## src/rtl/code_lock_pkg.sv

```systemverilog
// Shared key codes, controller state encoding and sizing helpers for the keypad code lock.
package code_lock_pkg;

   localparam int unsigned KEY_W  = 5;
   localparam int unsigned FAIL_W = 4;

   localparam logic [KEY_W-1:0] KEY_CLEAR = 5'b11100;
   localparam logic [KEY_W-1:0] KEY_ENTER = 5'b11110;
   localparam logic [KEY_W-1:0] KEY_PROG  = 5'b11101;

   typedef enum logic [2:0] {
      ST_IDLE,
      ST_ENTRY,
      ST_GOOD,
      ST_BAD,
      ST_LOCKOUT,
      ST_PROG_ENTRY
   } lockStateT;

   // Bits needed to hold a digit count of 0..codeLen inclusive.
   function automatic int unsigned cntWidth(input int unsigned codeLen);
      return $clog2(codeLen + 1);
   endfunction

endpackage

```

## src/rtl/code_lock_if.sv

```systemverilog
// Keypad-side bus of the code lock: key strobes in, status pulses and LEDs out.
interface code_lock_if
   import code_lock_pkg::*;
#(
   parameter int unsigned CODE_LEN = 4
) ();

   logic                new_key;
   logic [KEY_W-1:0]    key_code;
   logic                override;
   logic                unlock_pulse;
   logic                fail_pulse;
   logic                lockout;
   logic                prog_mode;
   logic [CODE_LEN-1:0] pin_leds;

   modport master (
      output new_key, key_code, override,
      input  unlock_pulse, fail_pulse, lockout, prog_mode, pin_leds
   );

   modport slave (
      input  new_key, key_code, override,
      output unlock_pulse, fail_pulse, lockout, prog_mode, pin_leds
   );

endinterface

```

## src/rtl/lockout_timer.sv

```systemverilog
// Lockout duration counter: started for one cycle, raises done in the last busy cycle.
module lockout_timer #(
   parameter int unsigned LOCKOUT_CYC = 1000
) (
   input  logic clk5,
   input  logic reset,
   input  logic start,
   output logic busy,
   output logic done
);

   localparam int unsigned TMR_W = $clog2(LOCKOUT_CYC);

   logic [TMR_W-1:0] tmr;

   // done is registered one count early so it lines up with the final lockout cycle.
   always_ff @(posedge clk5) begin
      if (reset) begin
         tmr  <= '0;
         busy <= 1'b0;
         done <= 1'b0;
      end else if (start) begin
         tmr  <= '0;
         busy <= 1'b1;
         done <= 1'b0;
      end else if (done) begin
         tmr  <= '0;
         busy <= 1'b0;
         done <= 1'b0;
      end else if (busy) begin
         tmr  <= tmr + TMR_W'(1);
         done <= (tmr == TMR_W'(LOCKOUT_CYC - 2));
      end
   end

endmodule

```

## src/rtl/code_lock_ctrl.sv

```systemverilog
// Keypad code lock: digit entry with match tracking, consecutive-fail lockout,
// and re-programming of the unlock code after a successful entry.
module code_lock_ctrl
   import code_lock_pkg::*;
#(
   parameter int unsigned CODE_LEN    = 4,
   parameter int unsigned MAX_FAIL    = 3,
   parameter int unsigned LOCKOUT_CYC = 1000,
   parameter logic [CODE_LEN*KEY_W-1:0] DEFAULT_CODE = 20'hA4E51
) (
   input logic        clk5,
   input logic        reset,
   code_lock_if.slave kp
);

   localparam int unsigned CNT_W = cntWidth(CODE_LEN);
   localparam int unsigned IDX_W = (CODE_LEN > 1) ? $clog2(CODE_LEN) : 1;

   lockStateT                      state, stateNxt;
   logic [CNT_W-1:0]               count, countNxt;
   logic                           match, matchNxt;
   logic                           armed, armedNxt;
   logic [FAIL_W-1:0]              failCnt, failCntNxt, failInc;
   logic [CODE_LEN-1:0][KEY_W-1:0] codeReg, codeNxt, shadow, shadowNxt;
   logic [IDX_W-1:0]               idx;
   logic                           keyOk, isClear, isEnter, isProg, full;
   logic                           timerStart, timerBusy, timerDone;
   logic                           lockoutSt;
   logic [CODE_LEN-1:0]            leds;

   lockout_timer #(.LOCKOUT_CYC(LOCKOUT_CYC)) uTimer (
      .clk5  (clk5),
      .reset (reset),
      .start (timerStart),
      .busy  (timerBusy),
      .done  (timerDone)
   );

   assign keyOk   = kp.new_key & ~kp.override & ~lockoutSt;
   assign isClear = (kp.key_code == KEY_CLEAR);
   assign isEnter = (kp.key_code == KEY_ENTER);
   assign isProg  = (kp.key_code == KEY_PROG);
   assign full    = (count == CNT_W'(CODE_LEN));
   assign idx     = IDX_W'(count);
   assign failInc = failCnt + FAIL_W'(1);

   always_ff @(posedge clk5) begin
      if (reset) begin
         state   <= ST_IDLE;
         count   <= '0;
         match   <= 1'b1;
         failCnt <= '0;
         armed   <= 1'b0;
         codeReg <= DEFAULT_CODE;
         shadow  <= '0;
      end else begin
         state   <= stateNxt;
         count   <= countNxt;
         match   <= matchNxt;
         failCnt <= failCntNxt;
         armed   <= armedNxt;
         codeReg <= codeNxt;
         shadow  <= shadowNxt;
      end
   end

   always_comb begin
      stateNxt   = state;
      countNxt   = count;
      matchNxt   = match;
      failCntNxt = failCnt;
      armedNxt   = armed;
      codeNxt    = codeReg;
      shadowNxt  = shadow;
      timerStart = 1'b0;
      unique case (state)
         ST_IDLE, ST_ENTRY: begin
            if (keyOk) begin
               // Leaving the freshly-unlocked idle state with anything but PROG disarms programming.
               if (state == ST_IDLE && !isProg) armedNxt = 1'b0;
               if (isClear) begin
                  countNxt = '0;
                  matchNxt = 1'b1;
                  stateNxt = ST_IDLE;
               end else if (isEnter) begin
                  if (full && match)      stateNxt = ST_GOOD;
                  else if (count != '0)   stateNxt = ST_BAD;
               end else if (isProg) begin
                  if (state == ST_IDLE && armed && count == '0) stateNxt = ST_PROG_ENTRY;
               end else if (!full) begin
                  countNxt = count + CNT_W'(1);
                  if (kp.key_code != codeReg[idx]) matchNxt = 1'b0;
                  stateNxt = ST_ENTRY;
               end
            end
         end
         ST_GOOD: begin
            failCntNxt = '0;
            armedNxt   = 1'b1;
            countNxt   = '0;
            matchNxt   = 1'b1;
            stateNxt   = ST_IDLE;
         end
         ST_BAD: begin
            failCntNxt = failInc;
            armedNxt   = 1'b0;
            countNxt   = '0;
            matchNxt   = 1'b1;
            if (failInc == FAIL_W'(MAX_FAIL)) begin
               timerStart = 1'b1;
               stateNxt   = ST_LOCKOUT;
            end else begin
               stateNxt = ST_IDLE;
            end
         end
         ST_LOCKOUT: begin
            if (timerDone || !timerBusy) begin
               failCntNxt = '0;
               stateNxt   = ST_IDLE;
            end
         end
         ST_PROG_ENTRY: begin
            if (keyOk) begin
               if (isClear || (isEnter && !full)) begin
                  armedNxt = 1'b0;
                  countNxt = '0;
                  stateNxt = ST_IDLE;
               end else if (isEnter) begin
                  codeNxt  = shadow;
                  countNxt = '0;
                  stateNxt = ST_IDLE;
               end else if (!isProg && !full) begin
                  shadowNxt[idx] = kp.key_code;
                  countNxt       = count + CNT_W'(1);
               end
            end
         end
         default: stateNxt = ST_IDLE;
      endcase
   end

   always_comb begin
      lockoutSt = (state == ST_LOCKOUT);
      leds      = '0;
      for (int i = 0; i < CODE_LEN; i++) leds[i] = (count > CNT_W'(i));
      kp.unlock_pulse = (state == ST_GOOD);
      kp.fail_pulse   = (state == ST_BAD);
      kp.lockout      = lockoutSt;
      kp.prog_mode    = (state == ST_PROG_ENTRY);
      kp.pin_leds     = leds;
   end

endmodule

```

## src/flat_wrapper.sv

```systemverilog
// flat-port wrapper written by rule: the top's interface ports become plain ports
module code_lock_ctrl_flat import code_lock_pkg::*;
#(
   parameter int unsigned CODE_LEN    = 4,
   parameter int unsigned MAX_FAIL    = 3,
   parameter int unsigned LOCKOUT_CYC = 1000,
   parameter logic [CODE_LEN*KEY_W-1:0] DEFAULT_CODE = 20'hA4E51
)
  (clk5, reset, kp_new_key, kp_key_code, kp_override, kp_unlock_pulse, kp_fail_pulse, kp_lockout, kp_prog_mode, kp_pin_leds);
  code_lock_if #(.CODE_LEN(CODE_LEN)) kp_i ();
  input logic clk5;
  input logic reset;
  input wire logic [$bits(kp_i.new_key)-1:0] kp_new_key;
  input wire logic [$bits(kp_i.key_code)-1:0] kp_key_code;
  input wire logic [$bits(kp_i.override)-1:0] kp_override;
  output wire logic [$bits(kp_i.unlock_pulse)-1:0] kp_unlock_pulse;
  output wire logic [$bits(kp_i.fail_pulse)-1:0] kp_fail_pulse;
  output wire logic [$bits(kp_i.lockout)-1:0] kp_lockout;
  output wire logic [$bits(kp_i.prog_mode)-1:0] kp_prog_mode;
  output wire logic [$bits(kp_i.pin_leds)-1:0] kp_pin_leds;
  assign kp_i.new_key = kp_new_key;
  assign kp_i.key_code = kp_key_code;
  assign kp_i.override = kp_override;
  assign kp_unlock_pulse = kp_i.unlock_pulse;
  assign kp_fail_pulse = kp_i.fail_pulse;
  assign kp_lockout = kp_i.lockout;
  assign kp_prog_mode = kp_i.prog_mode;
  assign kp_pin_leds = kp_i.pin_leds;
  code_lock_ctrl #(.CODE_LEN(CODE_LEN), .MAX_FAIL(MAX_FAIL), .LOCKOUT_CYC(LOCKOUT_CYC), .DEFAULT_CODE(DEFAULT_CODE)) u_core (.clk5(clk5), .reset(reset), .kp(kp_i));
endmodule
```

## config.mk

```make
export PLATFORM = sky130hd
export DESIGN_NAME = code_lock_ctrl_flat
export DESIGN_NICKNAME = d
export VERILOG_FILES = /design/src/rtl/code_lock_pkg.sv /design/src/rtl/code_lock_if.sv /design/src/rtl/lockout_timer.sv /design/src/rtl/code_lock_ctrl.sv /design/src/flat_wrapper.sv
export SDC_FILE = /design/constraint.sdc
export NUM_CORES = 1
export LEC_CHECK = 0
export CAP_MARGIN = 30
export CORE_MARGIN = 2
export CORE_UTILIZATION = 64
export DETAILED_ROUTE_END_ITERATION = 16
export PLACE_DENSITY = 0.84
export SLEW_MARGIN = 20
export SYNTH_ARGS = -nofsm -noshare
export SYNTH_HDL_FRONTEND = slang
export SYNTH_SLANG_ARGS = --single-unit
```

## constraint.sdc

```tcl
create_clock -name clk5 -period 5.7 [get_ports clk5]
set_input_delay 1.425 -clock clk5 [delete_from_list [all_inputs] [get_ports clk5]]
set_output_delay 1.425 -clock clk5 [all_outputs]
set_load 0.01 [all_outputs]
```

# == Yosys cells after proc, flatten, opt, wreduce, memory -nomap -nowiden ==
# Index checks and enable logic that the tools add are counted.
# word_totals
regBits,64
input_bits,9
out_inout_bits,8
# op_classes
addsub,3
order_cmp,6
eq_ne,26
n_mux,47
n_bitwise,7
n_reduce_logical,31
# op_table
operator,n
$mux 3,22
$bwmux 20,1
$eq 5x5->1 const B,3
$mux 1,14
$reduce_and 7->1,2
$pmux 3 s4,1
$pmux 4 s3,1
$add 10x1->10 const B,1
$bmux 5 s2,1
$demux 5 s2,1
$eq 10x10->1 const B,1
$mux 5,2
$reduce_and 5->1,2
$eq 3x3->1 const B,3
$ne 3x2->1 const B,3
$pmux 3 s3,1
$reduce_bool 3->1,3
$ne 2x1->1 const B,4
$logic_and 1x1->1,7
$eq 3x2->1 const B,2
$gt 3x1->1 const B,2
$gt 3x2->1 const B,2
$logic_not 3->1,2
$ne 3x1->1 const B,2
other kinds (27),37

# == Depth between registers and ports, before layout ==
# Gate-level depths: netlist of the first run.
# logic_depth
depth_word,10
ltp_mapped,9
ltp_nobuf,7

# == By module ==
# From an unflattened synthesis of the first run, not the netlist that was laid out.
# unflattened
cells_unflattened,371
area_unflattened_um2,3128.0
# modules_own_cells
module,instances,cells_per_inst,area_per_inst_um2
code_lock_ctrl,1,313,2606.2
lockout_timer,1,58,521.8

# == Worst setup path after synthesis of the first run ==
# Ideal clock, no wire load.
# synth_path
path_type,input port to flip-flop
start,input port kp_key_code[3]
end,register u_core.count[0]
setup_ns,0.121
t_arrival_ns,2.763
t_required_ns,5.579
slack_ns,2.817
cell_stages,7
n_path_buf,2
path_cell_list,clkbuf_8 -> and3_1 -> clkbuf_2 -> a21oi_1 -> o21ai_1 -> a31oi_1 -> mux2_2
# synth_between
elab_chain_len,6
word_cells_on_any_way,18
cone_classes,eq/ne: 7; mux: 6; reduce/logical: 5
# synth_lines
item,line_no,rtl
"start, declared",flat_wrapper.sv:14,input wire logic [$bits(kp_i.key_code)-1:0] kp_key_code;
$eq 5x5->1,code_lock_ctrl.sv:41,assign isEnter = (kp.key_code == KEY_ENTER);
$logic_and 1x1->1,code_lock_ctrl.sv:124,if (isClear || (isEnter && !full)) begin
$logic_or 1x1->1,code_lock_ctrl.sv:124,
$mux 3,code_lock_ctrl.sv:124,
$mux 3,code_lock_ctrl.sv:123,if (keyOk) begin
$pmux 3 s3,code_lock_ctrl.sv:76,unique case (state)
"end signal, assigned",code_lock_ctrl.sv:58,count <= countNxt;
"end, declared",code_lock_ctrl.sv:20,"logic [CNT_W-1:0] count, countNxt;"
# Several ways; a longest one is shown, not always the timed one. The select of a mux whose other input is x is not followed.
# A chain may end at the register's enable or synchronous reset.

# == Worst setup path after layout of the first run ==
# layout_path
start,input port kp_key_code[1]
end,register u_core.shadow[5] in the netlist's numbering
# layout_between
elab_chain_len,5
word_cells_on_any_way,10
cone_classes,eq/ne: 3; bitwise: 2; reduce/logical: 5
# layout_lines
item,line_no,rtl
$eq 5x5->1,code_lock_ctrl.sv:41,
$logic_and 1x1->1,code_lock_ctrl.sv:124,
$logic_or 1x1->1,code_lock_ctrl.sv:124,
$not 1->1 (no line),n/a,
$reduce_and 5->1 (no line) *,n/a,
"end signal, assigned",code_lock_ctrl.sv:63,shadow <= shadowNxt;
"end, declared",code_lock_ctrl.sv:24,"logic [CODE_LEN-1:0][KEY_W-1:0] codeReg, codeNxt, shadow, shadowNxt;"
# Every way passes the cells marked *; elsewhere a longest branch is shown, timed or not.

==> metrics.txt, run 1 <==
status complete, no violations; Top Ports 17; cell area after synthesis 3160 um^2; Final Hold Fails 0; period utilization 65.2%; leading cell types in the layout, fill and taps excluded nand2_1 (76), dfxtp_1 (64), a21oi_1 (38); register area 1280 um^2; post-synth top area cell dfxtp_1; CP peak stage delay 0.89 ns; PostCTS Resize Cnt 0; PwrDens 254 nW/um^2; total power draw 0.000867 W; top_reg_cell synth dfxtp_1; CP arrival 3.89 ns; die area 5510 um^2; Port Buf Inserts 16; Layout Cells excl Fill 445; DP Area 3240 um^2; fin nets 393; Post-CTS Setup Bufs 0; HP Class reg2reg; FF-to-FF Start u_core.count[0]; RSZ-0062 raised after global routing no; clk root buf clkbuf_8; Finished Cell Area 3410 um^2; Min-Delay Endpoint u_core.codeReg[16]; critical path type in2reg; post-synth top area share 40.6%; Hold Crit Start u_core.codeReg[16]; post-route setup TNS 0 ns; net count after synthesis 390; #FFs+latches synth 64; Max Cap Viol 0; Fill cells 393; first-pass GRT wire length 10.5 mm; Synth cell types 52; vias in the first global route 2251; hold buffer count at CTS 0; FP Rows 25; Leak 1.23 nW; clk buf depth 2; Final Skew 0.00855 ns; Die H 74.3 um; chip width 74.3 um; H-tree Lvls 3; Critical Path Fanout Max 18; Vias/cell 5.79; layout cells sized above 1 7.14%; Buf/Inv on CP 1; CP delay by family, top compound AO/OA/AOI/OAI gates; Critical Path End Type register; Worst path most repeated cell nand2_1; total number of vias 2578; CP Launch Type input port; post-route ant nets 0; Yosys warning total 0; RePlAce Congestion 0.887; clock sinks 64; Mapped Avg Cell Area 8.49 um^2; DP Wirelength 4.39 mm; CTS tree built; r2r worst-path depth 7; Residual DRC 0; Least-Margin Pin Slew 0.955 ns; Initial Utilization 66.4%; Wirelength per Cell 14.7 um; Rel. slew slack 36.3%; Crit-path slowest cell a2111oi_4; worst-path cell chain clkdlybuf4s50_1, nand2_1, a2111oi_4, nand2_1, nand2_1, a21oi_1; largest net degree at the start of global routing 57; Initial DRC Count 151; Cells after DPL 431; top post-synthesis cells by area dfxtp_1 (41%), nand2_1 (9.0%), a21oi_1 (6.0%), nor2_1 (4.3%), ha_1 (3.6%); Reg2Reg Setup Slack 2.98 ns; Overflow after GRT 0; Tmin final 3.72 ns; drt first pass iters 5; Hold Path Depth 2; final setup fails 0; initial antenna violation count 0; ant diodes 0; Synth async-reset ratio 0%; core box area 4750 um^2; Max Fclk 269 MHz; Num CTS Buffers 9; Total Wirelength 6.54 mm; number of synthesized flops with an enable pin 0; CP required 5.87 ns; clock latency on the worst-skew pair 0.34 ns; register area share after synthesis 40.6%; most common cell after layout, fill and taps aside nand2_1; multi-input logic area 1680 um^2; Syn Inst Count 372; max-slew violation count 0; Tot GR Track Use 25.6%; Layout Area Growth over Synthesis 7.96%; RR Endpoint u_core.shadow[5]; Worst VDD drop 0.158 mV; Reg clk slew, reported paths 0.06 ns
## metal layers
metal  part of all wire (%)  GRT usage (%)  vias to the layer above
li1                       -              -                     1279
met1                     46           34.2                     1218
met2                     47           39.5                       69
met3                    5.3           5.83                       12
met4                    2.0           12.3                        0
met5                      0              0                        -
## stage by stage
stage / util [%] / hold slack [ns] / setup WS [ns]
after detailed placement: 68.1 / 0.443 / 1.73
after CTS: 71.7 / 0.452 / 2.07
after global routing: 71.7 / 0.468 / 1.87
after floorplan: - / 0.427 / 2.82
final: 71.7 / 0.450 / 1.98
after global placement: 68.1 / 0.434 / 1.81
## worst max path at each step
stage | startpoint | to | slack [ns] | cells after the start
global placement | kp_key_code[1] | u_core.shadow[9] | 1.81 | 6
finish | kp_key_code[1] | u_core.shadow[5] | 1.98 | 6
floorplan | kp_key_code[3] | u_core.count[0] | 2.82 | 7
global route | kp_key_code[1] | u_core.shadow[17] | 1.87 | 6
detailed placement | kp_key_code[1] | u_core.shadow[5] | 1.73 | 6
CTS | u_core.count[1] | kp_pin_leds[1] | 2.07 | 4
## where the power goes
| part | leakage [nW] | switching (W) | internal (W) |
|---|---|---|---|
| sequential | 0.516 | 0.00000706 | 0.000450 |
| combinational | 0.623 | 0.0000359 | 0.0000273 |
| clock | 0.0886 | 0.000158 | 0.000189 |
## worst register-to-register path, stage by stage (launching register included)
cell and delay [ns]:
dfxtp_1 0.61, inv_1 0.18, ha_1 0.28, and2_1 0.25, a2111oi_4 0.72, nand2_1 0.30, nand2_1 0.13, a21oi_1 0.07
## state kept, by name, indices dropped and copies added (netlist names)
register / cells
u_core.shadow: 20
u_core.codeReg: 20
u_core.uTimer.done: 1
u_core.uTimer.busy: 1
u_core.armed: 1
u_core.count: 3
u_core.uTimer.tmr: 10
u_core.match: 1
u_core.failCnt: 4
u_core.state: 3
## cell usage after synthesis, drive strengths merged, types with 2 or more instances
master / instances
xor2: 10
xnor2: 5
a21oi: 39
nor3: 5
or3: 4
nor2b: 3
nand3: 20
clkbuf: 12
nand4: 6
nor2: 36
nand2b: 3
nand3b: 11
a211oi: 4
nand4b: 2
mux2: 2
nor4bb: 2
o21ai: 6
inv: 9
mux2i: 7
buf: 12
nand2: 76
mux4: 5
ha: 9
dfxtp: 64
## cell families (layout without fill, tap and decap cells)
kind of cell	count (synthesis)	count (layout)	share of synthesized area, %
fa+ha+maj	9	9	3.56
simple gates	175	175	25.9
xor+xnor	15	15	4.16
mux	14	14	6.97
flops	64	64	40.6
compound gates	61	61	12.3
buf+inv	34	40	6.53
## layout make-up
class | instances | area share (%)
Clock buffer | 14 | 5.06
Inverter | 9 | 0.990
Multi-Input combinational cell | 274 | 49.2
Sequential cell | 64 | 37.6
Tap cell | 67 | 2.46
Timing Repair Buffer | 17 | 4.77
Power figures use the tool's default switching activity.
==> run 2, diff against run 1 <==
CORE_UTILIZATION = 59   (was 64)
PLACE_DENSITY = 0.79   (was 0.84)
clock period = 3.6 ns   (was 5.7 ns; I/O delays follow)
==> run 2 against run 1 <==
Net effect: global-route usage fell by 0.39 points; sequential power up 58%; sequential share of layout area is 0.95 points lower; cell area increased by 2.6%; critical path depth down 2; largest power group unchanged; final cell count increased by 2.9%; highest routed layer unchanged; non-clock buffer count rose by 8; worst hold slack better by 0.00094 ns; combinational power up 74%; via count increased by 3.1%; power rose by 67%; clock skew grew 0.0031 ns.
==> metrics.txt, run 2 (same netlist as run 1, synthesis figures left out) <==
Max Cap Viol 0; H-tree Lvls 3; Max Fclk 320 MHz; Initial DRC Count 193; CP Launch Type register; Hold Crit Start u_core.codeReg[5]; largest net degree at the start of global routing 45; initial antenna violation count 0; PwrDens 413 nW/um^2; Switching Fraction 24.0%; FF-to-FF Start u_core.count[1]; RePlAce Congestion 0.944; RSZ-0062 raised after global routing no; clock latency on the worst-skew pair 0.35 ns; period utilization 86.9%; Rel. slew slack 50.3%; chip width 77.2 um; PostCTS Resize Cnt 0; sequential share of power 50.0%; Initial Utilization 61.5%; drt first pass iters 5; Worst VDD drop 0.342 mV; Switching Power 0.000347 W; clock sinks 64; CP arrival 2.23 ns; layout cells sized above 1 9.79%; clk buf depth 2; max-slew violation count 0; Port Buf Inserts 16; top flop regs u_core.codeReg x20, u_core.shadow x20, u_core.uTimer.tmr x10; Wirelength per Cell 15.6 um; FP Rows 26; ant diodes 0; Critical Path Fanout Max 10; Num CTS Buffers 9; Hold Path Depth 2; Critical Path End Type output pin; Die H 77.2 um; Tmin final 3.13 ns; Vias/cell 5.81; post-route setup TNS 0 ns; r2r worst-path depth 7; fin nets 401; Leak 1.28 nW; clk root buf clkbuf_8; RR Endpoint u_core.count[2]; Comb pwr share 7.6%; core box area 5140 um^2; CTS tree built; Overflow after GRT 0; final setup fails 0; Top Ports 17; status complete, no violations; share of total power in the clock network 42.4%; leading cell types in the layout, fill and taps excluded nand2_1 (76), dfxtp_1 (64), a21oi_1 (38); CP required 2.70 ns; die area 5960 um^2; HP Class reg2reg; hold buffer count at CTS 0; critical path type reg2out; total number of vias 2659; first-pass GRT wire length 11.8 mm; vias in the first global route 2518; Final Skew 0.0117 ns; Layout Area Growth over Synthesis 10.8%; post-route ant nets 0; Min-Delay Endpoint u_core.codeReg[5]; DP Wirelength 4.96 mm; Least-Margin Pin Slew 0.745 ns; Reg2Reg Setup Slack 1.02 ns; Tot GR Track Use 25.2%; Total Wirelength 7.13 mm; WHS 0.451 ns; Final Hold Fails 0; Post-CTS Setup Bufs 0; Residual DRC 0; most common cell after layout, fill and taps aside nand2_1; Reg clk slew, reported paths 0.07 ns; Cell Int Power 0.00110 W
[run 2: cell count changes in the layout (fill, tap and decap cells not counted), sizes merged]
| cell | before | now |
|---|---|---|
| buf | 2 | 10 |
| clkbuf | 14 | 11 |
| clkinv | 0 | 3 |
| bufinv | 0 | 1 |
| clkinvlp | 0 | 1 |
[run 2: cell type report]
cell class | instances | area (um^2)
flip-flops and latches | 64 | 1280
inverters | 9 | 33.8
repair buffers | 25 | 223
clock inverters | 5 | 56.3
clock buffers | 11 | 141
multi-input cells | 274 | 1680
well taps | 70 | 87.6
fillers | 444 | 1640
[run 2: power by group through the flow]
stage	registers, W	logic (W)	clock network [W]
after floorplan	0.000731	0.0000835	0
after global placement	0.000739	0.000106	0
after detailed placement	0.000739	0.000108	0
after CTS	0.000723	0.000108	0.000625
after global routing	0.000723	0.000118	0.000653
final	0.000723	0.000110	0.000612
[run 2: stage by stage]
step	setup slack, ns	cells	area (um^2)	total power (W)	utilization, %
floorplan	1.24	372	3160	0.000814	-
global placement	0.493	442	3300	0.000845	64.2
detailed placement	0.457	442	3300	0.000847	64.2
CTS	0.459	458	3500	0.00146	68.1
global route	0.349	458	3500	0.00149	68.1
finish	0.473	458	3500	0.00144	68.1
[run 2: worst max path at each step]
stage | to | cells past startpoint | start
3_5_place_dp | u_core.count[0] | 6 | kp_key_code[0]
4_1_cts | kp_pin_leds[1] | 4 | u_core.count[1]
3_3_place_gp | u_core.count[2] | 6 | kp_key_code[0]
5_1_grt | kp_pin_leds[1] | 4 | u_core.count[1]
6_report | kp_pin_leds[1] | 4 | u_core.count[1]
2_1_floorplan | u_core.count[0] | 7 | kp_key_code[3]
[run 2: routing by layer]
layer	global-route usage [%]	part of all wire [%]
met3	5.88	6.8
met2	40.3	48
met4	12.5	1.8
met5	0	0
met1	31.9	44
[run 2: worst max-delay path, stage by stage (launching register included)]
cell and delay [ns]:
dfxtp_1 0.66, inv_1 0.16, ha_1 0.31, o21ai_0 0.20
clkdlybuf4s50_1 0.56
